`src/rtl/fpu_arb_pkg.sv`:
```
// Shared types and widths for the FPU sharing arbiter.
package fpu_arb_pkg;

    localparam int FPU_DATA_W  = 32;
    localparam int FPU_OP_W    = 4;
    localparam int FPU_RM_W    = 2;
    localparam int FPU_FLAGS_W = 9;

    // Wide enough for the largest supported requester count (16).
    localparam int MAX_ID_W    = 4;

    // One operation as presented to the FPU.
    typedef struct packed {
        logic [FPU_DATA_W-1:0] op_a;
        logic [FPU_DATA_W-1:0] op_b;
        logic [FPU_RM_W-1:0]   rm;
        logic [FPU_OP_W-1:0]   op;
    } fpu_req_t;

    // Ownership tag travelling alongside an operation inside the FPU.
    typedef struct packed {
        logic                valid;
        logic [MAX_ID_W-1:0] id;
    } tag_t;

    // Builds a tag from an issue decision; the id is zero-extended.
    function automatic tag_t tag_make(input logic valid, input logic [MAX_ID_W-1:0] id);
        tag_t t;
        t.valid = valid;
        t.id    = id;
        return t;
    endfunction

endpackage

```
`src/rtl/rr_arbiter.sv`:
```
// Round-robin arbiter: picks the first eligible index at or after the
// pointer, and advances the pointer past the winner when enabled.
module rr_arbiter #(
    parameter int NUM_REQ = 4,
    localparam int ID_W   = $clog2(NUM_REQ)
) (
    input  logic               clk_sys,
    input  logic               rst_b,
    input  logic [NUM_REQ-1:0] eligible,
    input  logic               upd_en,
    output logic [NUM_REQ-1:0] gnt,
    output logic [ID_W-1:0]    gnt_idx,
    output logic               gnt_any
);

    logic [ID_W-1:0] ptr_q;
    logic [ID_W:0]   cand;

    // Scan from the pointer with wrap-around; the first eligible index wins.
    always_comb begin
        gnt     = '0;
        gnt_idx = '0;
        gnt_any = 1'b0;
        cand    = '0;
        for (int k = 0; k < NUM_REQ; k++) begin
            cand = {1'b0, ptr_q} + (ID_W+1)'(k);
            if (cand >= (ID_W+1)'(NUM_REQ)) begin
                cand = cand - (ID_W+1)'(NUM_REQ);
            end
            if (!gnt_any && eligible[cand[ID_W-1:0]]) begin
                gnt[cand[ID_W-1:0]] = 1'b1;
                gnt_idx             = cand[ID_W-1:0];
                gnt_any             = 1'b1;
            end
        end
    end

    // Pointer moves to the index after the winner; it holds with no grant.
    always_ff @(posedge clk_sys) begin
        if (!rst_b) begin
            ptr_q <= '0;
        end else if (upd_en && gnt_any) begin
            if (gnt_idx == ID_W'(NUM_REQ-1)) begin
                ptr_q <= '0;
            end else begin
                ptr_q <= gnt_idx + ID_W'(1);
            end
        end
    end

endmodule

```
`src/rtl/fpu_shared_arbiter.sv`:
```
// Shares one pipelined FPU among NUM_REQ requesters. Issues at most one
// operation per cycle, tags each in-flight operation with its owner and
// routes the returning result to that owner.
module fpu_shared_arbiter
    import fpu_arb_pkg::*;
#(
    parameter int NUM_REQ     = 4,
    parameter int FPU_LATENCY = 2
) (
    input  logic                                Clk_CI,
    input  logic                                Rst_RBI,
    input  logic                                Stall_SI,
    input  logic [NUM_REQ-1:0]                  Req_SI,
    input  logic [NUM_REQ-1:0][FPU_DATA_W-1:0]  Operand_a_DI,
    input  logic [NUM_REQ-1:0][FPU_DATA_W-1:0]  Operand_b_DI,
    input  logic [NUM_REQ-1:0][FPU_RM_W-1:0]    RM_SI,
    input  logic [NUM_REQ-1:0][FPU_OP_W-1:0]    OP_SI,
    output logic [NUM_REQ-1:0]                  Gnt_SO,
    output logic [NUM_REQ-1:0]                  Valid_SO,
    output logic [FPU_DATA_W-1:0]               Result_DO,
    output logic [FPU_FLAGS_W-1:0]              Flags_DO,
    output logic                                FpuEnable_SO,
    output logic                                FpuStall_SO,
    output logic [FPU_DATA_W-1:0]               FpuOperand_a_DO,
    output logic [FPU_DATA_W-1:0]               FpuOperand_b_DO,
    output logic [FPU_RM_W-1:0]                 FpuRM_SO,
    output logic [FPU_OP_W-1:0]                 FpuOP_SO,
    input  logic [FPU_DATA_W-1:0]               FpuResult_DI,
    input  logic [FPU_FLAGS_W-1:0]              FpuFlags_DI
);

    localparam int ID_W = $clog2(NUM_REQ);

    logic [NUM_REQ-1:0] busy_q;
    logic [NUM_REQ-1:0] eligible;
    logic [NUM_REQ-1:0] gnt;
    logic [NUM_REQ-1:0] ret_mask;
    logic [ID_W-1:0]    gnt_idx;
    logic               gnt_any;
    fpu_req_t           issue;
    tag_t               tag_q [FPU_LATENCY];
    tag_t               tag_last;

    // Nothing is granted while stalled or while reset is being applied,
    // and a requester with an operation in flight must wait for its result.
    assign eligible = Req_SI & ~busy_q & {NUM_REQ{~Stall_SI & Rst_RBI}};

    rr_arbiter #(
        .NUM_REQ (NUM_REQ)
    ) u_rr_arbiter (
        .clk_sys  (Clk_CI),
        .rst_b    (Rst_RBI),
        .eligible (eligible),
        .upd_en   (~Stall_SI),
        .gnt      (gnt),
        .gnt_idx  (gnt_idx),
        .gnt_any  (gnt_any)
    );

    // Operand mux driven by the one-hot grant; all zero when idle.
    always_comb begin
        issue = '0;
        for (int i = 0; i < NUM_REQ; i++) begin
            if (gnt[i]) begin
                issue.op_a = Operand_a_DI[i];
                issue.op_b = Operand_b_DI[i];
                issue.rm   = RM_SI[i];
                issue.op   = OP_SI[i];
            end
        end
    end

    assign tag_last = tag_q[FPU_LATENCY-1];

    // Decode the owner of the operation leaving the FPU this cycle.
    always_comb begin
        ret_mask = '0;
        for (int i = 0; i < NUM_REQ; i++) begin
            if (tag_last.valid && !Stall_SI && Rst_RBI && (tag_last.id == MAX_ID_W'(i))) begin
                ret_mask[i] = 1'b1;
            end
        end
    end

    // Tag pipeline mirrors the FPU: shifts on non-stalled cycles only.
    always_ff @(posedge Clk_CI) begin
        if (!Rst_RBI) begin
            for (int s = 0; s < FPU_LATENCY; s++) begin
                tag_q[s] <= '0;
            end
        end else if (!Stall_SI) begin
            tag_q[0] <= tag_make(gnt_any, MAX_ID_W'(gnt_idx));
            for (int s = 1; s < FPU_LATENCY; s++) begin
                tag_q[s] <= tag_q[s-1];
            end
        end
    end

    // Busy tracking; a grant in the same cycle as a return keeps the bit set.
    always_ff @(posedge Clk_CI) begin
        if (!Rst_RBI) begin
            busy_q <= '0;
        end else begin
            busy_q <= (busy_q & ~ret_mask) | gnt;
        end
    end

    assign Gnt_SO          = gnt;
    assign Valid_SO        = ret_mask;
    assign Result_DO       = FpuResult_DI;
    assign Flags_DO        = FpuFlags_DI;
    assign FpuEnable_SO    = gnt_any;
    assign FpuStall_SO     = Stall_SI;
    assign FpuOperand_a_DO = issue.op_a;
    assign FpuOperand_b_DO = issue.op_b;
    assign FpuRM_SO        = issue.rm;
    assign FpuOP_SO        = issue.op;

endmodule

```
`config.mk`:
```
export PLATFORM = sky130hd
export DESIGN_NAME = fpu_shared_arbiter
export DESIGN_NICKNAME = d
export VERILOG_FILES = /design/src/rtl/fpu_arb_pkg.sv /design/src/rtl/rr_arbiter.sv /design/src/rtl/fpu_shared_arbiter.sv
export SDC_FILE = /design/constraint.sdc
export NUM_CORES = 1
export LEC_CHECK = 0
export CORE_AREA = 5 5 172 174
export DETAILED_ROUTE_END_ITERATION = 12
export DIE_AREA = 0 0 177 179
export PLACE_DENSITY = 0.55
export SLEW_MARGIN = 40
export SYNTH_ARGS = -nofsm -noshare
export SYNTH_HDL_FRONTEND = slang
export SYNTH_HIERARCHICAL = 1
export SYNTH_SLANG_ARGS = --single-unit
export TNS_END_PERCENT = 10
```
`constraint.sdc`:
```
create_clock -name Clk_CI -period 4.08 [get_ports Clk_CI]
set_clock_uncertainty 0.2 [all_clocks]
set_input_delay 0.816 -clock Clk_CI [delete_from_list [all_inputs] [get_ports Clk_CI]]
set_output_delay 0.816 -clock Clk_CI [all_outputs]
set_load 0.01 [all_outputs]
```
==> results of run 1 <==
## worst max path at each step
stage / start / end / cells after the start
after floorplan: Rst_RBI / FpuOperand_a_DO[10] / 15
after global placement: Rst_RBI / FpuOperand_a_DO[3] / 13
final: Stall_SI / FpuOperand_b_DO[21] / 16
after CTS: Stall_SI / FpuOperand_a_DO[9] / 18
after detailed placement: Stall_SI / FpuOperand_b_DO[31] / 15
after global routing: Stall_SI / FpuOperand_a_DO[7] / 17
## cell type report
cell class | instances | area [µm²] | share of cell area, %
clock buffer | 4 | 88.8 | 1.14
timing repair buffer | 441 | 4200 | 53.8
inverter | 7 | 35.0 | 0.449
antenna | 1 | 2.50 | 0.0321
tap | 378 | 473 | 6.06
sequential | 12 | 300 | 3.85
multi-input combinational | 300 | 2710 | 34.7
## where the power goes
part / total [mW] / switching [mW] / leakage, nW / internal, mW
clock: 0.197 / 0.0488 / 0.0442 / 0.148
combinational: 1.74 / 0.833 / 2.67 / 0.911
sequential: 0.148 / 0.00869 / 0.116 / 0.139
## registers in the layout, indices dropped and copies added, names as in the netlist, named ones only
signal / count
busy_q: 4
tag_q: 6
u_rr_arbiter/ptr_q: 1
## layout by cell type, fill, tap and decap left out, types with 3 or more instances in the layout
master and n:
sky130_fd_sc_hd__nor3b_4 4, sky130_fd_sc_hd__inv_1 5, sky130_fd_sc_hd__and2_1 7, sky130_fd_sc_hd__a21oi_1 9
sky130_fd_sc_hd__a22oi_2 46, sky130_fd_sc_hd__buf_12 15, sky130_fd_sc_hd__and3_1 3, sky130_fd_sc_hd__a22oi_1 26
sky130_fd_sc_hd__nor2_1 8, sky130_fd_sc_hd__a31oi_1 3, sky130_fd_sc_hd__dfxtp_1 6, sky130_fd_sc_hd__a21oi_2 63
sky130_fd_sc_hd__clkdlybuf4s15_2 4, sky130_fd_sc_hd__buf_6 9, sky130_fd_sc_hd__o22ai_2 21, sky130_fd_sc_hd__dlygate4sd2_1 5
sky130_fd_sc_hd__edfxtp_1 6, sky130_fd_sc_hd__buf_2 67, sky130_fd_sc_hd__buf_4 47, sky130_fd_sc_hd__clkbuf_16 3
sky130_fd_sc_hd__o21ai_0 7, sky130_fd_sc_hd__o22ai_1 47, sky130_fd_sc_hd__mux2i_1 4, sky130_fd_sc_hd__clkdlybuf4s50_1 286
sky130_fd_sc_hd__nand2_1 11, sky130_fd_sc_hd__ha_1 5, sky130_fd_sc_hd__buf_16 4
## timing repair
item	4_1_cts	5_1_grt
cloned	6	0
pin swaps	54	18
endpoints found under the setup margin	74	72
resized for setup	345	30
setup buffers	15	3
## cells in the mapped netlist, types with 2 or more instances
| library cell | instances |
|---|---|
| sky130_fd_sc_hd__a21oi_1 | 72 |
| sky130_fd_sc_hd__a22oi_1 | 72 |
| sky130_fd_sc_hd__o22ai_1 | 70 |
| sky130_fd_sc_hd__buf_4 | 45 |
| sky130_fd_sc_hd__clkbuf_1 | 18 |
| sky130_fd_sc_hd__buf_2 | 15 |
| sky130_fd_sc_hd__nand2_1 | 12 |
| sky130_fd_sc_hd__nor2_1 | 9 |
| sky130_fd_sc_hd__o21ai_0 | 8 |
| sky130_fd_sc_hd__and2_1 | 7 |
| sky130_fd_sc_hd__buf_6 | 6 |
| sky130_fd_sc_hd__dfxtp_1 | 6 |
| sky130_fd_sc_hd__edfxtp_1 | 6 |
| sky130_fd_sc_hd__inv_1 | 6 |
| sky130_fd_sc_hd__ha_1 | 5 |
| sky130_fd_sc_hd__mux2i_1 | 5 |
| sky130_fd_sc_hd__nor3b_1 | 5 |
| sky130_fd_sc_hd__a221o_1 | 4 |
| sky130_fd_sc_hd__a31oi_1 | 4 |
| sky130_fd_sc_hd__and3_1 | 3 |
| sky130_fd_sc_hd__mux4_2 | 2 |
| sky130_fd_sc_hd__nand2b_1 | 2 |
| sky130_fd_sc_hd__nand3b_1 | 2 |
| sky130_fd_sc_hd__nor2b_1 | 2 |
| sky130_fd_sc_hd__o211ai_1 | 2 |
| sky130_fd_sc_hd__o311a_1 | 2 |
| sky130_fd_sc_hd__or3b_2 | 2 |
## metal layers
| metal | vias to the layer above | part of all wire, % | track usage, % |
|---|---|---|---|
| met5 | - | 0 | 0 |
| met4 | 0 | 1.2 | 2.16 |
| met3 | 14 | 8.9 | 3.90 |
| met2 | 239 | 50 | 24.2 |
| met1 | 2248 | 40 | 16.9 |
| li1 | 2293 | - | - |
## cells by family (layout without fill, tap and decap cells)
logic type	count (synthesis)	in the layout	synth area share, %
AOI/OAI and AO/OA	236	236	52.9
buffers and inverters	91	452	20.3
and+or+nand+nor	51	51	10.3
DFF	12	12	10.6
muxes	7	7	3.36
adders and majority gates	5	5	2.21
xor gates and xnor gates	1	1	0.310
other	0	1	0
## critical path, stage by stage
cell and delay (ns):
sky130_fd_sc_hd__buf_8 0.08, sky130_fd_sc_hd__clkinvlp_4 0.11, sky130_fd_sc_hd__nand2_8 0.11, sky130_fd_sc_hd__nor3b_4 0.06, sky130_fd_sc_hd__buf_4 0.14, sky130_fd_sc_hd__mux4_2 0.46, sky130_fd_sc_hd__nor2b_4 0.16, sky130_fd_sc_hd__a22oi_1 0.18
sky130_fd_sc_hd__nor2_1 0.09, sky130_fd_sc_hd__a221o_4 0.37, sky130_fd_sc_hd__nor2b_4 0.14, sky130_fd_sc_hd__buf_12 0.13, sky130_fd_sc_hd__buf_12 0.15, sky130_fd_sc_hd__a22oi_1 0.12, sky130_fd_sc_hd__a21oi_2 0.15, sky130_fd_sc_hd__clkdlybuf4s15_2 0.23
==> results.txt, run 1 <==
- The flow ran to the end, but the final reports show violations.
- The checks that failed: setup timing.
- After synthesis, the cell types taking the most area are sky130_fd_sc_hd__a22oi_1, sky130_fd_sc_hd__o22ai_1, sky130_fd_sc_hd__a21oi_1, sky130_fd_sc_hd__buf_4, sky130_fd_sc_hd__edfxtp_1.
- The cell count after synthesis came out at 403.
- Top-Level Pins: 449
- For the worst flop-to-flop path, the logic depth is 10.
* Count of final hold-check violations: 0
- Worst-case setup margin in the final layout: -0.452 ns
- Global routing used 13.7% of the available tracks across all layers.
- Detailed placement ended at an HPWL of 19.0 mm.
* DRC Markers: 0
- The first detailed-routing pass ran for 4 iterations.
- Hold timing on the final database bottoms out at a slack of 0.322 ns.
- The first global-routing pass estimated 33.0 mm of wire.
- Maximum clock frequency: 221 MHz
- No sink is reached through more buffers than the 2 on the longest clock path.
* IR Drop Worst-Case VDD: 146 µV
* Total setup violations reported at the end of the flow: 71
- Placed cell count: 1117
* Cell depth of the worst hold path: 1
- Sink count of the clock tree: 12
- Critical path data required time: 3.06 ns
- The average instance in the mapped netlist occupies 7.02 µm².
- Setup repair after global routing missed its margin: yes
- Timing analysis after detailed placement gives a worst setup slack of -1.25 ns.
- Total routed wirelength: 24.3 mm
- Sum of internal, switching and leakage power: 2.09 mW
* Pin slew with the least headroom to its limit: 0.334 ns
* Total leakage power: 2.83 nW
* Routed Antenna Nets: 0
- Post-synthesis cell type count: 38
* Port bufs: 366
- Post-synth top area share: 19.1%
- Maximum capacitance violations: 0
- Final instance count without filler cells: 1143
- The finished cells cover 7810 µm².
- Clock-pin slew was measured on the worst setup and hold paths at 0.04 ns.
* Top_reg_cell synth: sky130_fd_sc_hd__edfxtp_1
- Power per cell area: 267 nW/µm²
- Fraction of the yosys area taken by sequential cells: 10.6%
* Nets in the synthesized netlist: 736
- The setup path with the least slack is of type input port to output pin.
- In the final design database the tool counted 1098 nets.
* Type of the most critical hold path: flip-flop to flip-flop
- In this run the vertical extent of the chip is 179 µm.
- Summed instance area of the synthesized netlist: 2830 µm²
- Hold repair after CTS inserted 0 buffers.
* Endpoint of the worst-slack reg-to-reg timing path: busy_q[1]
- Subtracting the final worst setup slack from the clock period gives 4.53 ns.
- Relative to the synthesized area, the layout overhead comes to 176%.
- From left edge to right edge, the die measures 177 µm.
* Yosys Warn Count: 6
- Measured on the finished design, the core utilization comes to 28.3%.
- The startpoint identified for the worst hold timing path is tag_q[0][0].
- Synthesized flop and latch total: 12
* Standard cell area after detailed placement: 7440 µm²
- Clock latency on the worst-skew pair, taken at its later pin, is 0.24 ns.
- In the final timing run, aggregate negative setup slack is -25.19 ns.
- Sink of the worst hold path: tag_q[0][5]
* Starting DRC count in detailed routing: 150
- Antenna violations before repair: 1
- Cells with a size suffix above 1 make up 40.3% of the layout.
* Number of H-tree levels: 1
- Data on the critical path arrives at its endpoint at 3.52 ns.
- The total area inside the core boundary comes to 27600 µm².
- TritonCTS built the clock tree.
* Routability congestion estimate from global placement: 0.802
- R2r setup slk: 1.36 ns
* Floorplan die area: 31700 µm²
* Pin count of the biggest net entering global routing: 37
- Effective utilization at floorplan: 10.2%
- TritonCTS Buffers: 3
* Master cell of the clock root buffer: sky130_fd_sc_hd__clkbuf_16
- Dividing the detail-routed wire length by the instance count gives 21.2 µm.
- Global route overflow: 0
* Final worst-path cycle share: 111%
* Fill cells: 2980
* Element type at the critical path start: input port
- sky130_fd_sc_hd__a22oi_1 takes more of the synthesized area than any other cell.
* Fraction of synthesis flops using an asynchronous set or reset pin: 0%
- Via Count: 4794
- Number of global-route vias before repair: 5031
* Critical path endpoint category: output pin
* Per-cell via count in the routed design: 4.19
- The number of pins with negative max-slew slack in the final report was 0.
- Worst-path maximum fanout: 17
- Number of synthesized flops with an enable pin: 6
- Headroom to the max-slew limit came out at 77.7%.
- RR Startpoint: u_rr_arbiter/ptr_q[1]
* Count of standard-cell rows: 61
(Power assumes the default switching activity.)
==> run 2, diff against run 1 <==
Settings changed: CTS_CLUSTER_SIZE set to 28.
==> results of run 2 <==
The final DEF is identical to that of run 1; final timing and power are the same.
==> run 3, diff against run 2 <==
Settings changed: GPL_TIMING_DRIVEN set to 0.
==> run 3 against run 2 <==
  * Setup slack lost 0.022 ns
  * Worst hold slack lost 0.0039 ns
  * The flow still finishes with violations (setup timing)
  * Wire length grew 13%
  * Largest cell class unchanged
==> results.txt, run 3 (synthesis gave the netlist of run 1 again) <==
- X dimension of the die: 177 µm (unchanged)
- The leakage power figure is 3.38 nW (+20%).
* Fraction of final layout cells with drive strength greater than 1: 44.0% (+3.7 points)
* Wire length of the first global-routing pass: 36.1 mm (+9.5%)
- The iteration count of the initial detailed-routing pass was 4 (unchanged).
* Worst-case setup margin in the final layout: -0.474 ns (-0.0220 ns)
- The worst hold-check slack is 0.318 ns (-0.00393 ns).
- The critical path in this run is classified as input port to output pin.
* Area inside the core boundary: 27600 µm² (unchanged)
- The areal power density over the cells is 260 nW/µm² (-2.8%).
- Element type at the critical path start: input port
- The antenna violation net count after detailed routing came to 0 (unchanged).
* Worst rel slew slack: 62.3% (-15 points)
- The final critical delay including setup and external delays was 4.55 ns (+0.0220 ns).
- Compared with the post-synthesis result, the final layout area differs by 219%.
- Sink of the worst hold path: tag_q[0][6]
* Floorplan die area: 31700 µm² (unchanged)
- The flip-flop count of the largest register after layout is 6 (unchanged).
- Final cell area excluding filler cells: 9030 µm² (+16%)
* Most common cell after layout, fill and taps aside: sky130_fd_sc_hd__clkdlybuf4s50_1
- Port bufs: 407 (+11%)
* Biggest regs: tag_q: 6 flops, busy_q: 4 flops, u_rr_arbiter/ptr_q: 1 flops
* Sum of internal, switching and leakage power: 2.35 mW (+12%)
- Master cell of the clock root buffer: sky130_fd_sc_hd__clkbuf_16
- The number of buffers and inverters on the critical path came to 8 (+2).
- The timing-limited maximum frequency came to 220 MHz (-0.48%).
- Walking the worst path, the cells encountered are buf_8 > clkbuf_16 > nand2_8 > nor3b_4 > mux4_2 > buf_4 > a22oi_2 > nor2_1 > a221o_2 > nor2b_4 > buf_12 > buf_12 > buf_12 > buf_16 > a22oi_2 > a21oi_2 > buf_2.
* Status: finished, violations left
- The maximum number of pins on one net before global-route repair came to 11 (-70%).
* Routed length per instance: 22.0 µm (+3.7%)
* Worst setup timing slack at the placement stage: -2.04 ns (-0.787 ns)
- The largest fanout of any net on the critical path was 8 (-9).
- The data required time of the worst path is 3.06 ns (about the same).
* Final Slew Violations: 0 (unchanged)
- Most frequent cells in the layout: sky130_fd_sc_hd__clkdlybuf4s50_1, sky130_fd_sc_hd__buf_4, sky130_fd_sc_hd__a21oi_2
- The total global routing track utilization came to 15.1% (+1.4 points).
- The initial cell density of the core came to 10.2% (unchanged).
- Cell depth of the worst hold path: 1 (unchanged)
* Maximum capacitance violations: 0 (unchanged)
- Top-Level Pins: 449 (unchanged)
* R2r setup slk: 0.95 ns (-0.41 ns)
- The worst ir drop on vdd was 209 µV (+44%).
- Failing checks: setup timing
* Type of the most critical hold path: flip-flop to flip-flop
* TritonCTS clock tree: built
- The number of fill cells in the layout came to 2929 (-1.7%).
* Chip Height: 179 µm (unchanged)
- Antenna violations before repair: 4 (+3)
- Number of H-tree levels: 1 (unchanged)
- The number of core rows is 61 (unchanged).
- Sink count of the clock tree: 12 (unchanged)
* Endpoint of the worst-slack reg-to-reg timing path: busy_q[2]
- Per-cell via count in the routed design: 4.23 (+0.88%)
- The iteration-0 DRC count of the detailed router came to 169 (+13%).
- Setup TNS after final layout: -23.78 ns (+1.41 ns)
- The startpoint identified for the worst hold timing path is tag_q[0][1].
* Total routed wirelength: 27.4 mm (+13%)
- Depth of the worst register-to-register path: 12 (+2)
- The clock buffer count from CTS is 3 (unchanged).
* CP most frequent cell: sky130_fd_sc_hd__buf_12
* Final core area utilization: 32.7% (+4.4 points)
- The count of nets after finishing is 1196 (+8.9%).
- Final instance count without filler cells: 1242 (+8.7%)
- The peak per-stage delay on the critical path came to 0.56 ns (+0.10 ns).
- The detailed-route DRC error count was 0 (unchanged).
* Standard cell area after detailed placement: 7870 µm² (+5.9%)
- Number of global-route vias before repair: 5456 (+8.4%)
- Total setup violations reported at the end of the flow: 70 (-1.4%)
* Hpwl dp: 22.0 mm (+16%)
* Final worst-path cycle share: 112% (+0.54 points)
* Register bank with the most flops: tag_q
- Count of final hold-check violations: 0 (unchanged)
* Quantity of hold-fixing buffers added after cts: 0 (unchanged)
* Clock network latency to the later pin of the worst-skew pair: 0.23 ns (about the same)
- The buffer levels on the longest clock path is 2 (unchanged).
- Worst EP arrival: 3.54 ns (+0.02 ns)
- The number of placed instances, taps included came to 1188 (+6.4%).
- Routability congestion estimate from global placement: 0.809 (+0.91%)
- The kind of cell with the highest combined delay along the critical path is buffers and inverters.
- Setup repair after global routing could not meet its margin everywhere.
* Critical path endpoint category: output pin
- Global route overflow: 0 (unchanged)
- The total vias in the final route came to 5255 (+9.6%).
* Pin slew with the least headroom to its limit: 0.564 ns (+0.229 ns)
- Slowest cell on the critical path: sky130_fd_sc_hd__mux4_2
- The clock-pin slew of the registers on the worst-case setup and hold paths came to 0.04 ns (about the same).
[run 3: layout make-up]
| class | count | area (µm²) | share of cell area, % |
|---|---|---|---|
| tap | 378 | 473 | 5.23 |
| multi-input combinational | 300 | 2850 | 31.5 |
| antenna | 3 | 7.51 | 0.0831 |
| clock buffer | 3 | 75.1 | 0.831 |
| inverter | 7 | 37.5 | 0.415 |
| sequential | 12 | 302 | 3.34 |
| timing repair buffer | 457 | 4330 | 47.9 |
| buffer | 82 | 966 | 10.7 |
[run 3: how the worst max path moves through the flow]
stage / startpoint / endpoint / slack, ns / cells past startpoint
global placement: Rst_RBI / FpuOperand_a_DO[25] / -2.01 / 14
floorplan: Rst_RBI / FpuOperand_a_DO[10] / -0.05 / 15
global route: Stall_SI / FpuOperand_a_DO[15] / -0.57 / 18
detailed placement: Rst_RBI / FpuOperand_a_DO[25] / -2.04 / 14
finish: Rst_RBI / FpuOperand_a_DO[15] / -0.47 / 17
CTS: Rst_RBI / FpuOperand_a_DO[5] / -0.48 / 17
[run 3: layer usage]
layer / share of wire [%] / GRT usage [%]
met1: 42 / 19.5
met2: 51 / 27.4
met3: 6.5 / 2.72
met4: 0.57 / 1.61
met5: 0 / 0
[run 3: where the power goes]
part           internal, mW  total, mW  switching (mW)
registers             0.140      0.153          0.0136
clock network         0.127      0.172          0.0449
logic                  1.09       2.02           0.933
[run 3: timing repair]
item | in CTS | in global routing
gates resized for setup | 391 | 101
gates cloned | 5 | 1
buffers inserted | 34 | 11
endpoints found under the setup margin | 76 | 73
pin swaps | 25 | 18
